<file path="config.mk">
export PLATFORM = sky130hd
export DESIGN_NAME = spi_flash_responder_flat
export DESIGN_NICKNAME = d
export VERILOG_FILES = /design/src/rtl/spi_flash_responder_if.sv /design/src/rtl/spi_flash_responder.sv /design/src/flat_wrapper.sv
export SDC_FILE = /design/constraint.sdc
export NUM_CORES = 1
export LEC_CHECK = 0
export ABC_CLOCK_PERIOD_IN_PS = 2100
export CAP_MARGIN = 25
export CORE_UTILIZATION = 55
export CTS_CLUSTER_SIZE = 8
export DETAILED_ROUTE_END_ITERATION = 12
export PLACE_DENSITY_LB_ADDON = 0.15
export SETUP_SLACK_MARGIN = 0.05
export SLEW_MARGIN = 30
export SYNTH_ARGS = -nofsm -noshare
export SYNTH_HDL_FRONTEND = slang
export SYNTH_SLANG_ARGS = --single-unit
</file>
<file path="constraint.sdc">
create_clock -name CLK_100M -period 2.1 [get_ports CLK_100M]
set_input_delay 0.315 -clock CLK_100M [delete_from_list [all_inputs] [get_ports CLK_100M]]
set_output_delay 0.315 -clock CLK_100M [all_outputs]
set_load 0.01 [all_outputs]
</file>
<file path="src/rtl/spi_flash_responder_if.sv">
// SPI pins and backing-store read port of the flash responder, bundled for the top-level ports.
interface spi_flash_responder_if;
  logic        S;
  logic        C;
  logic        DQ0;
  logic        DQ1_o;
  logic        DQ1_oe;
  logic [23:0] mem_addr;
  logic        mem_rd;
  logic [7:0]  mem_rdata;
  logic        busy;

  modport slave (
    input  S, C, DQ0, mem_rdata,
    output DQ1_o, DQ1_oe, mem_addr, mem_rd, busy
  );
  modport master (
    output S, C, DQ0, mem_rdata,
    input  DQ1_o, DQ1_oe, mem_addr, mem_rd, busy
  );
endinterface

</file>
<file path="src/rtl/spi_flash_responder.sv">
// SPI mode-0 serial flash target: READ / RDSR / RDID / WREN / WRDI over an oversampled SPI bus.
module spi_flash_responder #(
  parameter logic [23:0] ID_WORD     = 24'h20BA18,
  parameter int          SYNC_STAGES = 2
) (
  input  logic                 CLK_100M,
  input  logic                 rst_n,
  spi_flash_responder_if.slave bus
);
  typedef enum logic [2:0] {IDLE, CMD, ADDR, DATA, STATUS, ID, IGNORE} state_e;
  localparam int LS = SYNC_STAGES - 1;

  state_e      state_q, state_d;
  logic [LS:0] s_sync_q, s_sync_d, c_sync_q, c_sync_d, d_sync_q, d_sync_d, vld_q, vld_d;
  logic        s_prev_q, s_prev_d, c_prev_q, c_prev_d, armed_q, armed_d;
  logic [4:0]  bit_cnt_q, bit_cnt_d;
  logic [22:0] sh_q, sh_d;
  logic [23:0] mem_addr_q, mem_addr_d;
  logic [7:0]  tx_q, tx_d, data_q, data_d;
  logic [1:0]  id_idx_q, id_idx_d;
  logic        wel_q, wel_d, dq1_q, dq1_d, mem_rd_q, mem_rd_d, rd_pend_q, rd_pend_d;

  logic       s_s, c_s, d_s, s_fall, s_rise, c_rise, c_fall, cmd_done, addr_done;
  logic [7:0] opc, out_byte;

  // Synchronizers; vld tracks when the chain holds real pin samples rather than reset values.
  always_comb begin
    s_sync_d  = {s_sync_q[LS-1:0], bus.S};
    c_sync_d  = {c_sync_q[LS-1:0], bus.C};
    d_sync_d  = {d_sync_q[LS-1:0], bus.DQ0};
    vld_d     = {vld_q[LS-1:0], 1'b1};
    s_s       = s_sync_q[LS];
    c_s       = c_sync_q[LS];
    d_s       = d_sync_q[LS];
    s_prev_d  = s_s;
    c_prev_d  = c_s;
    // A transaction may only start once S has genuinely been seen high after reset.
    armed_d   = armed_q | (vld_q[LS] & s_s);
    s_fall    = armed_q & s_prev_q & ~s_s;
    s_rise    = ~s_prev_q & s_s;
    c_rise    = c_s & ~c_prev_q;
    c_fall    = ~c_s & c_prev_q;
    opc       = {sh_q[6:0], d_s};
    cmd_done  = (state_q == CMD)  && c_rise && (bit_cnt_q == 5'd7);
    addr_done = (state_q == ADDR) && c_rise && (bit_cnt_q == 5'd23);
  end

  always_ff @(posedge CLK_100M) begin
    if (!rst_n) state_q <= IDLE;
    else        state_q <= state_d;
  end

  always_comb begin
    state_d = state_q;
    if (s_rise) state_d = IDLE;
    else begin
      case (state_q)
        IDLE: if (s_fall) state_d = CMD;
        CMD:
          if (cmd_done) begin
            case (opc)
              8'h03:   state_d = ADDR;
              8'h05:   state_d = STATUS;
              8'h9F:   state_d = ID;
              default: state_d = IGNORE;
            endcase
          end
        ADDR: if (addr_done) state_d = DATA;
        default: ;
      endcase
    end
  end

  always_comb begin
    case (state_q)
      DATA:    out_byte = data_q;
      STATUS:  out_byte = {6'b0, wel_q, 1'b0};
      ID: begin
        case (id_idx_q)
          2'd0:    out_byte = ID_WORD[23:16];
          2'd1:    out_byte = ID_WORD[15:8];
          2'd2:    out_byte = ID_WORD[7:0];
          default: out_byte = 8'h00;
        endcase
      end
      default: out_byte = 8'h00;
    endcase
  end

  always_comb begin
    bit_cnt_d  = bit_cnt_q;
    sh_d       = sh_q;
    tx_d       = tx_q;
    id_idx_d   = id_idx_q;
    wel_d      = wel_q;
    dq1_d      = dq1_q;
    mem_addr_d = mem_addr_q;
    mem_rd_d   = 1'b0;
    rd_pend_d  = mem_rd_q;
    data_d     = rd_pend_q ? bus.mem_rdata : data_q;
    if (s_rise) begin
      bit_cnt_d = '0;
      sh_d      = '0;
    end else begin
      case (state_q)
        IDLE:
          if (s_fall) begin
            bit_cnt_d = '0;
            id_idx_d  = '0;
          end
        CMD, ADDR:
          if (c_rise) begin
            sh_d      = {sh_q[21:0], d_s};
            bit_cnt_d = bit_cnt_q + 5'd1;
            if (cmd_done) begin
              bit_cnt_d = '0;
              if (opc == 8'h06)      wel_d = 1'b1;
              else if (opc == 8'h04) wel_d = 1'b0;
            end
            if (addr_done) begin
              bit_cnt_d  = '0;
              mem_addr_d = {sh_q[22:0], d_s};
              mem_rd_d   = 1'b1;
            end
          end
        DATA, STATUS, ID:
          if (c_fall) begin
            bit_cnt_d = {2'b00, bit_cnt_q[2:0] + 3'd1};
            if (bit_cnt_q[2:0] == 3'd0) begin
              // MSB goes out now; the rest of the byte is parked in tx so data_q can take the prefetch.
              dq1_d = out_byte[7];
              tx_d  = {out_byte[6:0], 1'b0};
              if (state_q == DATA) begin
                mem_addr_d = mem_addr_q + 24'd1;
                mem_rd_d   = 1'b1;
              end
              if (state_q == ID && id_idx_q != 2'd3) id_idx_d = id_idx_q + 2'd1;
            end else begin
              dq1_d = tx_q[7];
              tx_d  = {tx_q[6:0], 1'b0};
            end
          end
        default: ;
      endcase
    end
  end

  always_ff @(posedge CLK_100M) begin
    if (!rst_n) begin
      s_sync_q   <= '1;
      c_sync_q   <= '0;
      d_sync_q   <= '0;
      vld_q      <= '0;
      s_prev_q   <= 1'b1;
      c_prev_q   <= 1'b0;
      armed_q    <= 1'b0;
      bit_cnt_q  <= '0;
      sh_q       <= '0;
      tx_q       <= '0;
      data_q     <= '0;
      id_idx_q   <= '0;
      wel_q      <= 1'b0;
      dq1_q      <= 1'b0;
      mem_addr_q <= '0;
      mem_rd_q   <= 1'b0;
      rd_pend_q  <= 1'b0;
    end else begin
      s_sync_q   <= s_sync_d;
      c_sync_q   <= c_sync_d;
      d_sync_q   <= d_sync_d;
      vld_q      <= vld_d;
      s_prev_q   <= s_prev_d;
      c_prev_q   <= c_prev_d;
      armed_q    <= armed_d;
      bit_cnt_q  <= bit_cnt_d;
      sh_q       <= sh_d;
      tx_q       <= tx_d;
      data_q     <= data_d;
      id_idx_q   <= id_idx_d;
      wel_q      <= wel_d;
      dq1_q      <= dq1_d;
      mem_addr_q <= mem_addr_d;
      mem_rd_q   <= mem_rd_d;
      rd_pend_q  <= rd_pend_d;
    end
  end

  assign bus.DQ1_o    = dq1_q;
  assign bus.DQ1_oe   = (state_q == DATA) || (state_q == STATUS) || (state_q == ID);
  assign bus.mem_addr = mem_addr_q;
  assign bus.mem_rd   = mem_rd_q;
  assign bus.busy     = ~s_s;
endmodule

</file>
<file path="src/flat_wrapper.sv">
// flat-port wrapper written by rule: the top's interface ports become plain ports
module spi_flash_responder_flat 
#(
  parameter logic [23:0] ID_WORD     = 24'h20BA18,
  parameter int          SYNC_STAGES = 2
)
  (CLK_100M, rst_n, bus_S, bus_C, bus_DQ0, bus_mem_rdata, bus_DQ1_o, bus_DQ1_oe, bus_mem_addr, bus_mem_rd, bus_busy);
  spi_flash_responder_if bus_i ();
  input  logic CLK_100M;
  input  logic rst_n;
  input wire logic [$bits(bus_i.S)-1:0] bus_S;
  input wire logic [$bits(bus_i.C)-1:0] bus_C;
  input wire logic [$bits(bus_i.DQ0)-1:0] bus_DQ0;
  input wire logic [$bits(bus_i.mem_rdata)-1:0] bus_mem_rdata;
  output wire logic [$bits(bus_i.DQ1_o)-1:0] bus_DQ1_o;
  output wire logic [$bits(bus_i.DQ1_oe)-1:0] bus_DQ1_oe;
  output wire logic [$bits(bus_i.mem_addr)-1:0] bus_mem_addr;
  output wire logic [$bits(bus_i.mem_rd)-1:0] bus_mem_rd;
  output wire logic [$bits(bus_i.busy)-1:0] bus_busy;
  assign bus_i.S = bus_S;
  assign bus_i.C = bus_C;
  assign bus_i.DQ0 = bus_DQ0;
  assign bus_i.mem_rdata = bus_mem_rdata;
  assign bus_DQ1_o = bus_i.DQ1_o;
  assign bus_DQ1_oe = bus_i.DQ1_oe;
  assign bus_mem_addr = bus_i.mem_addr;
  assign bus_mem_rd = bus_i.mem_rd;
  assign bus_busy = bus_i.busy;
  spi_flash_responder #(.ID_WORD(ID_WORD), .SYNC_STAGES(SYNC_STAGES)) u_core (.CLK_100M(CLK_100M), .rst_n(rst_n), .bus(bus_i));
endmodule
</file>
==> key figures <==
Yosys
  • Share of synthesized area occupied by flip-flops and latches: 0.397
  • Number of enable-type register cells in the synthesized netlist: 0
  • Cells taking the most area after synthesis: dfxtp_1 40%, mux2i_1 7.5%, nor2_1 6.2%, nand2_1 3.0%, a21oi_1 2.9%
  • Share of Yosys cell area claimed by the top area cell type: 0.397
  • Number of distinct library cells after synthesis: 67
  • Syn Nets: 513
  • Synthesized-area fraction occupied by ao, oa, aoi and oai cells: 0.214
  • Dominant combinational cell family by area after synthesis: simple AND/OR/NAND/NOR gates
  • Cell with the most instances after synthesis: dfxtp_1
  • Mean post-synth cell area: 8.87 um2
  • FF+latch count, synth: 87
  • Post-synth design cell area: 0.00438 mm2
  • XOR/XNOR Fraction of Synth Area: 0.00400
  • Number of warnings reported in the yosys synthesis log: 0
  • Synthesized instance count: 494
  • Cell types with the highest counts after synthesis: 87 x dfxtp_1, 72 x nor2_1, 35 x nand2_1, 33 x mux2i_1, 25 x a21oi_1
  • Fraction of synthesized area in multiplexers: 0.0805
  • Area leader, netlist: dfxtp_1
  • Dominant register cell in the synthesized netlist: dfxtp_1
  • Adder and majority cell fraction of the synthesized area: 0.0171
  • Asr flop ratio synth: 0
  • Simple-gate share of the synthesized area: 0.238

Route
  • Number of detailed-routing iterations run before antenna repair: 5
  • DR vias: 4140
  • Final antenna-violating net count: 0
  • Wirelength, routed: 11600 um
  • Mean number of vias per cell: 6.24
  • Wire length per cell: 17.5 um
  • Initial DRC count: 183
  • DRC violations left: 0

GRT
  • Maximum number of pins on one net before global-route repair: 38
  • Met3 Use GR: 0.0570
  • Met1 track demand over resource in global routing: 0.344
  • First-pass GRT wire length: 18700 um
  • Global routing met2 resource utilization: 0.475
  • Overflow after GRT: 0
  • Number of global-route vias before repair: 3878
  • Initial antenna violation count: 0
  • Global-route usage over all layers: 0.279
  • Global route hottest layer: met2

Clocking
  • CTS tree: yes
  • Root buffer cell: clkbuf_8
  • Clock transition at path regs: 100 ps
  • Number of buffers on the longest clock path: 2
  • CTS buffer count: 9
  • Clk_lat worst skew: 360 ps
  • Hold Buf Count CTS: 0
  • Maximum level of the CTS H-tree: 3
  • # clock sinks: 87

STA
  • Actual slew at the worst max-slew pin: 577 ps
  • Fmax achieved: 502 MHz
  • Final Hold Fails: 0
  • Final critical-path required period: 1990 ps
  • Fin crit share: 0.948
  • Count of final max-slew check failures: 0
  • Final setup violation count: 0
  • Setup TNS Final: 0 ps
  • Max Clock Skew: 9.78 ps
  • Slew Limit Headroom: 0.611
  • Unrepaired setup endpoints after global routing: yes

Worst setup path
  • Peak fanout along the critical path: 9
  • Kind of start point of the critical path: flop
  • Worst endpoint required time: 2390 ps
  • Worst path max stage delay: 440 ps
  • Critical Path AT: 2280 ps
  • Critical-path top delay cell: or3_1
  • Classification of the worst setup path: reg2reg
  • Category of the worst setup path capture point: flop
  • Series of cell instances along the critical path: buf_4 -> mux2_2 -> o32ai_1 -> nand3_1 -> or3_1 -> a21oi_1

Placed design
  • Final weighted congestion in routability-driven placement: 0.883
  • Placed wire-length estimate after detailed placement: 7570 um
  • Number of port buffers: 40

Floorplanning
  • Starting density of the core: 0.567
  • Vertical die dimension: 91.3 um
  • Area of the core region: 0.00773 mm2
  • Die Outline Area: 0.00833 mm2
  • Placement Rows: 32
  • Ports placed on the boundary: 41
  • Width of the die: 91.3 um

Run status
  • Result of the run: completed

Cells and area
  • Antenna diodes: 0
  • Area overhead of the layout relative to synthesis: 26.2%
  • Number of nets at the end of the flow: 575
  • Final cell utilization of the core: 0.716
  • Fill cell count: 597
  • Share of post-route cells with drive strength above 1: 0.200

Power
  • Leakage component of the power: 0.00196 uW
  • Maximum VDD drop: 0.000442 V
  • Overall power of the completed layout: 4310 uW
  • Power density over cell area: 779 mW/mm2

Run
  • Max Cap Viol: 0

Hold path
  • HP Class: reg2reg
-- critical path: cells and delay by family, from the launching register on --
family	cells	cell delay, ps
buffers and inverters	1	180
AND/OR/NAND/NOR	2	640
flip-flops	1	370
AO/OA/AOI/OAI	2	460
multiplexers	1	260
-- final timing paths --
path                                         start                 end  slack, ps  cells after the start
worst max-delay path             u_core.state_q[0]   u_core.state_q[2]        110                      6
worst min-delay path            u_core.s_sync_q[0]  u_core.s_sync_q[1]        420                      1
worst max register to register   u_core.state_q[0]   u_core.state_q[2]        110                      6
worst min register to register  u_core.s_sync_q[0]  u_core.s_sync_q[1]        420                      1
-- per-stage QoR --
stage,cell area (um2),instances,hold WS (ps),worst slack (ps)
floorplan,4380,494,343,224
global placement,5070,638,391,74.4
detailed placement,5070,638,395,35.9
CTS,5440,660,424,-0.757
global route,5530,663,453,30.6
finish,5530,663,423,110
-- flip-flops by register name (all words and copies together), names as in the netlist, 2 cells and up --
| register | count |
|---|---|
| u_core.bit_cnt_q | 5 |
| u_core.bus.mem_addr | 24 |
| u_core.c_sync_q | 2 |
| u_core.d_sync_q | 2 |
| u_core.data_q | 8 |
| u_core.id_idx_q | 2 |
| u_core.s_sync_q | 2 |
| u_core.sh_q | 23 |
| u_core.state_q | 3 |
| u_core.tx_q | 7 |
| u_core.vld_q | 2 |
-- logic make-up after synthesis --
group,after synthesis
AND/OR/NAND/NOR,196
AO/OA/AOI/OAI,124
flip-flops,87
buffers and inverters,44
multiplexers,35
adder cells (fa/ha/maj),6
XOR/XNOR,2
-- per-layer routing --
| layer | part of all wire | routed length [um] |
|---|---|---|
| met2 | 0.51 | 5960 |
| met1 | 0.42 | 4840 |
| met3 | 0.056 | 647 |
| met4 | 0.014 | 166 |
| met5 | 0 | 0 |
-- area by class of cell --
| type | count | area, um2 | area share |
|---|---|---|---|
| well taps | 102 | 128 | 0.0231 |
| flip-flops and latches | 87 | 1760 | 0.318 |
| inverters | 9 | 33.8 | 0.00610 |
| multi-input cells | 363 | 2550 | 0.461 |
| clock inverters | 6 | 73.8 | 0.0133 |
| repair buffers | 86 | 848 | 0.153 |
| clock buffers | 10 | 138 | 0.0249 |
-- cells in the final DEF, fill, tap and decap left out, drive strengths merged, types with 4 or more instances in the layout --
master	count
a21oi	27
a32o	4
ha	6
a31oi	8
nor2b	4
and3	5
o221a	7
o21ai	10
inv	12
dfxtp	87
o32ai	4
nand3	14
and2	12
nor3	16
nand2	36
clkdlybuf4s50	39
nand4	7
nor2	72
nand2b	8
a211o	4
o31ai	15
a211oi	10
a22oi	6
mux2i	33
buf	44
nor4	4
clkbuf	10
o311ai	10
-- what timing repair did --
item                                   in CTS  in global routing
cloned                                      3                  0
pin swaps                                   9                  4
gates resized for setup                    18                 13
setup endpoints to repair                   8                 25
buffers inserted                            3                  3
endpoints found under the hold margin       0                  0
-- power by group --
part / leakage, uW / internal, uW / switching (uW)
registers: 0.000708 / 1720 / 93.3
logic: 0.00114 / 584 / 641
clock network: 0.000108 / 600 / 667
No activity file was read; power rests on OpenSTA's default activity.
